### config.mk
export PLATFORM = sky130hd
export DESIGN_NAME = net_div_sched
export DESIGN_NICKNAME = d
export VERILOG_FILES = /design/src/rtl/net_div_pkg.sv /design/src/rtl/net_rr_arb.sv /design/src/rtl/net_div_sched.sv
export SDC_FILE = /design/constraint.sdc
export NUM_CORES = 1
export LEC_CHECK = 0
export CORE_AREA = 10 10 255 257
export CTS_CLUSTER_SIZE = 10
export DETAILED_ROUTE_END_ITERATION = 10
export DIE_AREA = 0 0 265 267
export SETUP_SLACK_MARGIN = 0.3
export SKIP_CTS_REPAIR_TIMING = 1
export SLEW_MARGIN = 10
export SYNTH_ARGS = -nofsm -noshare
export SYNTH_HDL_FRONTEND = slang
export SYNTH_HIERARCHICAL = 1
export SYNTH_SLANG_ARGS = --single-unit
### constraint.sdc
create_clock -name clk_i -period 15.52 [get_ports clk_i]
set_input_delay 3.104 -clock clk_i [delete_from_list [all_inputs] [get_ports clk_i]]
set_output_delay 3.104 -clock clk_i [all_outputs]
set_load 0.01 [all_outputs]
### src/rtl/net_div_pkg.sv
// net_div_pkg: shared types and constants for the divider scheduler.
//   sched_state_e - scheduler FSM states
//   res_flags_t   - per-slot status flags
//   DBZ_QUOT_BIT  - fill bit replicated to form the divide-by-zero quotient
package net_div_pkg;

    typedef enum logic [1:0] {
        IDLE  = 2'd0,
        ISSUE = 2'd1,
        WAIT  = 2'd2
    } sched_state_e;

    typedef struct packed {
        logic dbz;
        logic tmo;
    } res_flags_t;

    // Divide-by-zero quotient is all ones at whatever width the block uses.
    localparam logic DBZ_QUOT_BIT = 1'b1;

endpackage

### src/rtl/net_rr_arb.sv
// net_rr_arb: round-robin arbiter, purely combinational.
//   req        - request vector
//   last_grant - index granted last time; search starts one above it
//   grant      - one-hot grant
//   valid      - any request granted
module net_rr_arb #(
    parameter  int N_REQ = 4,
    localparam int IW    = (N_REQ > 1) ? $clog2(N_REQ) : 1
) (
    input  logic [N_REQ-1:0] req,
    input  logic [IW-1:0]    last_grant,
    output logic [N_REQ-1:0] grant,
    output logic             valid
);

    always_comb begin
        logic [IW-1:0] idx;
        grant = '0;
        valid = 1'b0;
        idx   = '0;
        // Walk the requesters in rotated order; the first hit wins.
        for (int k = 0; k < N_REQ; k++) begin
            idx = IW'((int'(last_grant) + 1 + k) % N_REQ);
            if (!valid && req[idx]) begin
                grant[idx] = 1'b1;
                valid      = 1'b1;
            end
        end
    end

endmodule

### src/rtl/net_div_sched.sv
// net_div_sched: shares one multi-cycle divider among N_REQ requesters.
// Each requester owns one result slot; a requester is only served while its
// slot is empty, so at most one result per requester is ever in flight.
//   clk_i, rst_i          - clock, async active-high reset
//   req_valid_i/ready_o   - per-requester request / one-hot accept strobe
//   req_a_i, req_b_i      - packed dividends / divisors, requester i at [i*DW +: DW]
//   res_valid_o, res_ack_i- per-slot full flag / consume strobe
//   res_quot_o, res_rem_o - per-slot quotient / remainder
//   res_dbz_o, res_tmo_o  - per-slot divide-by-zero / timeout flags
//   div_*                 - divider handshake: start/ready to launch, end to finish
//   busy_o                - FSM not idle
//   err_tmo_o             - sticky: a divider operation ever timed out
module net_div_sched
    import net_div_pkg::*;
#(
    parameter int N_REQ = 4,
    parameter int DW    = 32,
    parameter int TMO   = 64
) (
    input  logic                clk_i,
    input  logic                rst_i,
    input  logic [N_REQ-1:0]    req_valid_i,
    output logic [N_REQ-1:0]    req_ready_o,
    input  logic [N_REQ*DW-1:0] req_a_i,
    input  logic [N_REQ*DW-1:0] req_b_i,
    output logic [N_REQ-1:0]    res_valid_o,
    input  logic [N_REQ-1:0]    res_ack_i,
    output logic [N_REQ*DW-1:0] res_quot_o,
    output logic [N_REQ*DW-1:0] res_rem_o,
    output logic [N_REQ-1:0]    res_dbz_o,
    output logic [N_REQ-1:0]    res_tmo_o,
    output logic                div_start_o,
    output logic [DW-1:0]       div_a_o,
    output logic [DW-1:0]       div_b_o,
    input  logic                div_ready_i,
    input  logic                div_end_i,
    input  logic [DW-1:0]       div_quot_i,
    input  logic [DW-1:0]       div_rem_i,
    output logic                busy_o,
    output logic                err_tmo_o
);

    localparam int IW = (N_REQ > 1) ? $clog2(N_REQ) : 1;
    localparam int CW = (TMO > 1) ? $clog2(TMO) : 1;

    sched_state_e state_q, state_d;

    logic [IW-1:0] last_grant_q;
    logic [IW-1:0] id_q;
    logic [DW-1:0] a_q, b_q;
    logic [CW-1:0] cnt_q;
    logic          err_tmo_q;

    // Result slots
    logic       [N_REQ-1:0]         slot_vld;
    logic       [N_REQ-1:0][DW-1:0] slot_quot;
    logic       [N_REQ-1:0][DW-1:0] slot_rem;
    res_flags_t [N_REQ-1:0]         slot_flags;

    // Arbitration
    logic [N_REQ-1:0] arb_req, arb_gnt;
    logic             arb_vld;
    logic [IW-1:0]    gnt_id;
    logic [DW-1:0]    gnt_a, gnt_b;

    // FSM-generated controls
    logic          take_grant;
    logic          cnt_clr, cnt_inc, set_tmo;
    logic          wr_en;
    logic [IW-1:0] wr_id;
    logic [DW-1:0] wr_quot, wr_rem;
    res_flags_t    wr_flags;

    // Requests are only considered in IDLE and never while reset is held,
    // which keeps req_ready_o low during reset even with requests pending.
    assign arb_req = (state_q == IDLE && !rst_i) ? (req_valid_i & ~slot_vld) : '0;

    net_rr_arb #(.N_REQ(N_REQ)) u_arb (
        .req        (arb_req),
        .last_grant (last_grant_q),
        .grant      (arb_gnt),
        .valid      (arb_vld)
    );

    always_comb begin
        gnt_id = '0;
        for (int i = 0; i < N_REQ; i++) begin
            if (arb_gnt[i]) gnt_id = IW'(i);
        end
    end

    assign gnt_a = req_a_i[int'(gnt_id)*DW +: DW];
    assign gnt_b = req_b_i[int'(gnt_id)*DW +: DW];

    // ------------------------------------------------------------------
    // FSM
    // ------------------------------------------------------------------
    always_ff @(posedge clk_i or posedge rst_i) begin
        if (rst_i) state_q <= IDLE;
        else       state_q <= state_d;
    end

    always_comb begin
        state_d     = state_q;
        div_start_o = 1'b0;
        take_grant  = 1'b0;
        cnt_clr     = 1'b0;
        cnt_inc     = 1'b0;
        set_tmo     = 1'b0;
        wr_en       = 1'b0;
        wr_id       = id_q;
        wr_quot     = '0;
        wr_rem      = '0;
        wr_flags    = '0;
        case (state_q)
            IDLE: begin
                if (arb_vld) begin
                    take_grant = 1'b1;
                    if (gnt_b == '0) begin
                        // Divide by zero is answered locally; divider stays idle.
                        wr_en        = 1'b1;
                        wr_id        = gnt_id;
                        wr_quot      = {DW{DBZ_QUOT_BIT}};
                        wr_rem       = gnt_a;
                        wr_flags.dbz = 1'b1;
                    end else begin
                        state_d = ISSUE;
                    end
                end
            end
            ISSUE: begin
                div_start_o = div_ready_i;
                if (div_ready_i) begin
                    state_d = WAIT;
                    cnt_clr = 1'b1;
                end
            end
            WAIT: begin
                if (div_end_i) begin
                    wr_en   = 1'b1;
                    wr_quot = div_quot_i;
                    wr_rem  = div_rem_i;
                    state_d = IDLE;
                end else if (cnt_q == CW'(TMO - 1)) begin
                    wr_en        = 1'b1;
                    wr_flags.tmo = 1'b1;
                    set_tmo      = 1'b1;
                    state_d      = IDLE;
                end else begin
                    cnt_inc = 1'b1;
                end
            end
            default: state_d = IDLE;
        endcase
    end

    // ------------------------------------------------------------------
    // Operation registers
    // ------------------------------------------------------------------
    always_ff @(posedge clk_i or posedge rst_i) begin
        if (rst_i) begin
            last_grant_q <= IW'(N_REQ - 1);
            id_q         <= '0;
            a_q          <= '0;
            b_q          <= '0;
            cnt_q        <= '0;
            err_tmo_q    <= 1'b0;
        end else begin
            if (take_grant) begin
                last_grant_q <= gnt_id;
                id_q         <= gnt_id;
                a_q          <= gnt_a;
                b_q          <= gnt_b;
            end
            if (cnt_clr)      cnt_q <= '0;
            else if (cnt_inc) cnt_q <= cnt_q + CW'(1);
            if (set_tmo) err_tmo_q <= 1'b1;
        end
    end

    // ------------------------------------------------------------------
    // Result slots. A write only ever targets an empty slot (eligibility
    // requires it), so write and ack never collide on the same slot.
    // ------------------------------------------------------------------
    always_ff @(posedge clk_i or posedge rst_i) begin
        if (rst_i) begin
            slot_vld   <= '0;
            slot_quot  <= '0;
            slot_rem   <= '0;
            slot_flags <= '0;
        end else begin
            for (int i = 0; i < N_REQ; i++) begin
                if (wr_en && wr_id == IW'(i)) begin
                    slot_vld[i]   <= 1'b1;
                    slot_quot[i]  <= wr_quot;
                    slot_rem[i]   <= wr_rem;
                    slot_flags[i] <= wr_flags;
                end else if (res_ack_i[i] && slot_vld[i]) begin
                    slot_vld[i] <= 1'b0;
                end
            end
        end
    end

    always_comb begin
        res_dbz_o = '0;
        res_tmo_o = '0;
        for (int i = 0; i < N_REQ; i++) begin
            res_dbz_o[i] = slot_flags[i].dbz;
            res_tmo_o[i] = slot_flags[i].tmo;
        end
    end

    assign req_ready_o = arb_gnt;
    assign res_valid_o = slot_vld;
    assign res_quot_o  = slot_quot;
    assign res_rem_o   = slot_rem;
    assign div_a_o     = a_q;
    assign div_b_o     = b_q;
    assign busy_o      = (state_q != IDLE);
    assign err_tmo_o   = err_tmo_q;

endmodule

==> flow_summary.rst <==
.. list-table::
   :header-rows: 1

   * - Metric
     - Value
   * - Critical Path End Type
     - output port
   * - Length in cells of the worst reg-to-reg path
     - 18
   * - Antenna violations before repair
     - 3
   * - Most common flop cell mapped by yosys
     - dfrtp_1
   * - Most area-consuming cells after synthesis
     - dfrtp_1 (52%), mux2i_1 (13%), inv_1 (4.9%)
   * - Gr usage total
     - 19.9%
   * - Combined flip-flop and latch cell area
     - 8640 sq um
   * - Clk sink count
     - 345
   * - Total setup violations reported at the end of the flow
     - 0
   * - Placeable core region
     - ~60000 sq um
   * - CP Max Fanout
     - 52
   * - Mean post-synth cell area
     - 10.5 sq um
   * - Area of the multi-input gates
     - around 6500 sq um
   * - MaxCap Viol Count
     - 0
   * - First-pass GRT wire length
     - 107 mm
   * - Violation count after the first detailed-route iteration
     - 942
   * - Number of instances on the worst hold path
     - 1
   * - GR Overflow Total
     - 0
   * - Cell count after placement
     - a little under 3000
   * - Final cell count without fillers
     - 2999
   * - Worst setup startpoint
     - rst_i
   * - Number of remaining DRC errors
     - 0
   * - Number of CTS-inserted buffers
     - 42
   * - Endpoint of the worst register-to-register path
     - res_tmo_o[2]
   * - Proportion of register bits with asynchronous set or reset after synthesis
     - between 90% and 100%
   * - Starting Density
     - 27.3%
   * - Share of the synthesized area in the top cell type
     - 52.4%
   * - Unrepaired setup endpoints after global routing
     - false
   * - Critical setup path kind
     - in -> out
   * - Post-route fraction of the period consumed by the critical path
     - 70.2%
   * - Category of the worst setup path launch point
     - input port
   * - Fin Clk Skew
     - 0.0264 ns
   * - Synthesized netlist cell count
     - 1566
   * - Via density per instance
     - approximately 4.8
   * - Filler cell count
     - 5831
   * - Final sum of negative setup slack
     - 0 ns
   * - CTS HTree Levels
     - 2
   * - Number of global-route vias before repair
     - 15600
   * - Total via count in the routed design
     - around 15000
   * - Max Slew Vio Count
     - 0
   * - Die width
     - 265 um
   * - Sequential share of the synthesized area
     - 52.7%
   * - Capturing instance or port of the critical path
     - req_ready_o[1]
   * - Root buffer selected by CTS
     - clkbuf_16
   * - Worst-case vdd ir drop
     - 0.000120 V
   * - WL met2
     - 36.7 mm
   * - Area Growth Syn to Fin
     - 52.7%
   * - Final HPWL DP
     - 56.7 mm
   * - Number of flops mapped to enable cells by yosys
     - 0
   * - Required @ worst endpoint
     - 12.42 ns
   * - Transition time of the tightest slew-check pin
     - 1.19 ns
   * - NumNets Final
     - 2540
   * - Detailed-route wire length
     - around 73 mm
   * - TritonCTS clock tree
     - yes
   * - Minimum clock period after layout
     - 10.90 ns
   * - Design Power
     - roughly 5.6 mW
   * - Synthesized area
     - 16400 sq um
   * - Status
     - finished clean
   * - Worst max-slew margin expressed relative to the limit
     - 20.4%
   * - Worst hold path class
     - reg -> reg
   * - Fraction of final layout cells with drive strength greater than 1
     - 5.15%
   * - Power density cells
     - 225 nW/um^2
   * - Length of the first detailed-routing pass in iterations
     - 8
   * - Number of routed nets with antenna violations
     - 0
   * - Number of I/O pins
     - 671
   * - M1 wire length
     - 29.1 mm
   * - FP Rows
     - 90
   * - Largest area contributor in the netlist
     - dfrtp_1
   * - Mean routed wirelength per cell
     - 24.4 um
   * - Uppermost routed layer
     - met4
   * - Total die area
     - 70800 sq um
   * - Maximum achievable frequency
     - 91.8 MHz
   * - Arrival time of data at the critical path endpoint
     - ~7.8 ns
   * - Leakage power
     - 11.4 nW
   * - Launching point of the worst reg2reg path
     - state_q[0]
   * - Number of I/O port buffers
     - 670
   * - Register-to-Register Setup Slack
     - between 7 and 8 ns
   * - Post-Synthesis Net Count
     - ~1900
   * - Maximum clock path buffer count
     - 3
   * - Clock latency reported for the late side of the worst-skew pair
     - 0.56 ns
   * - #FFs+latches synth
     - around 350
   * - Synth unique cells
     - 63
   * - Clock-pin slew of the registers on the worst-case setup and hold paths
     - around 0.05 ns
   * - Hold Fails Final Rpt
     - 0
   * - Vertical extent of the die
     - 267 um
   * - Wire length on met3
     - between 5 and 6 mm
   * - Maximum number of pins on one net before global-route repair
     - 94
   * - Final weighted congestion in routability-driven placement
     - 0.877
   * - Synthesis Warnings
     - 6
==> final cells by class <==
class                           count  area share [%]
Timing Repair Buffer              695            27.6
Clock buffer                       53            4.57
Multi-Input combinational cell    902            25.9
Sequential cell                   345            34.5
Antenna cell                        2          0.0200
Clock inverter                      5           0.285
Tap cell                          782            3.91
Inverter                          215            3.25
==> critical path, stage by stage <==
cell	delay, ns
clkdlybuf4s50_1	0.44
clkinvlp_4	0.55
nand2_1	0.22
nor3b_1	0.55
mux2i_1	0.27
or4_4	0.59
a21boi_2	0.23
a221o_4	0.38
buf_4	0.71
clkdlybuf4s50_1	0.69
==> worst min path at each step <==
stage,start,to,slack (ns)
CTS,err_tmo_o,err_tmo_o,0.48
global placement,err_tmo_o,err_tmo_o,0.46
finish,err_tmo_o,err_tmo_o,0.47
detailed placement,err_tmo_o,err_tmo_o,0.46
floorplan,state_q[1],state_q[0],0.44
global route,div_a_o[15],div_a_o[15],0.49
==> flip-flops by register name (all words and copies together) (netlist names) <==
signal        flops
id_q              2
err_tmo_o         1
cnt_q             6
last_grant_q      2
res_quot_o      128
res_tmo_o         4
div_a_o          32
res_valid_o       4
div_b_o          32
res_dbz_o         4
res_rem_o       128
state_q           2
==> layer usage <==
| layer | track usage (%) | vias to the layer above |
|---|---|---|
| met4 | 4.58 | 0 |
| met2 | 35.3 | 633 |
| li1 | - | 6663 |
| met3 | 5.89 | 72 |
| met5 | 0 | - |
| met1 | 23.2 | 7137 |
==> Yosys cell counts, types with 4 or more instances <==
cell type  count
a21oi_1       52
a2bb2oi_1     72
buf_1         10
clkbuf_1      45
nor2_1        76
nand4_1        4
buf_2         30
nor3b_1       10
nor2b_1        5
nand3b_1       7
a22o_1         4
buf_4          5
and2_1        32
a21o_1        35
a221oi_1       4
o22ai_1        4
mux2_2         8
nand2_1      114
ha_1           7
buf_6         14
inv_1        213
mux2i_1      212
a22oi_1       67
dfrtp_1      343
a31oi_1       35
nor4_1        14
nand2b_1       5
nor3_1        12
o21ai_0       70
==> layout by cell type, fill, tap and decap left out, types with 3 or more instances in the layout <==
| master | n |
|---|---|
| a211oi_1 | 3 |
| a21o_1 | 35 |
| a21oi_1 | 51 |
| a221oi_1 | 4 |
| a22o_1 | 4 |
| a22oi_1 | 67 |
| a2bb2oi_1 | 72 |
| a31oi_1 | 34 |
| and2_1 | 32 |
| and3_1 | 3 |
| and3b_1 | 3 |
| buf_4 | 25 |
| clkbuf_1 | 7 |
| clkbuf_16 | 43 |
| clkbuf_8 | 3 |
| clkdlybuf4s50_1 | 670 |
| dfrtp_1 | 343 |
| ha_1 | 7 |
| inv_1 | 212 |
| mux2_2 | 8 |
| mux2i_1 | 212 |
| nand2_1 | 113 |
| nand2b_1 | 5 |
| nand3_1 | 3 |
| nand3b_1 | 7 |
| nand4_1 | 4 |
| nor2_1 | 74 |
| nor2b_1 | 5 |
| nor3_1 | 11 |
| nor3b_1 | 8 |
| nor4_1 | 14 |
| o21ai_0 | 70 |
| o22ai_1 | 4 |
| o32ai_1 | 3 |
| or2_2 | 3 |
| xor2_1 | 3 |
==> cell families after synthesis <==
kind of cell	Yosys count	share of synthesized area (%)
fa+ha+maj	7	0.535
mux	222	13.7
simple gates	299	8.72
xor+xnor	4	0.214
flops	345	52.7
buf+inv	319	8.30
compound gates	370	15.8
==> power breakdown <==
group	leakage (nW)	switching, mW	internal [mW]	total [mW]
Clock	0.592	0.379	0.530	0.909
Combinational	6.62	1.64	1.46	3.10
Sequential	4.15	0.288	1.35	1.63
==> stage by stage <==
step	worst slack (ns)	cell area (sq um)	hold slack, ns	util (%)
detailed placement	4.47	23800	0.463	39.7
global placement	4.65	23800	0.458	39.7
finish	4.62	25000	0.473	41.8
global route	4.28	25000	0.492	41.8
CTS	4.60	25000	0.476	41.7
floorplan	2.35	16400	0.437	-
Note: power is estimated with default switching activity, not from simulation.
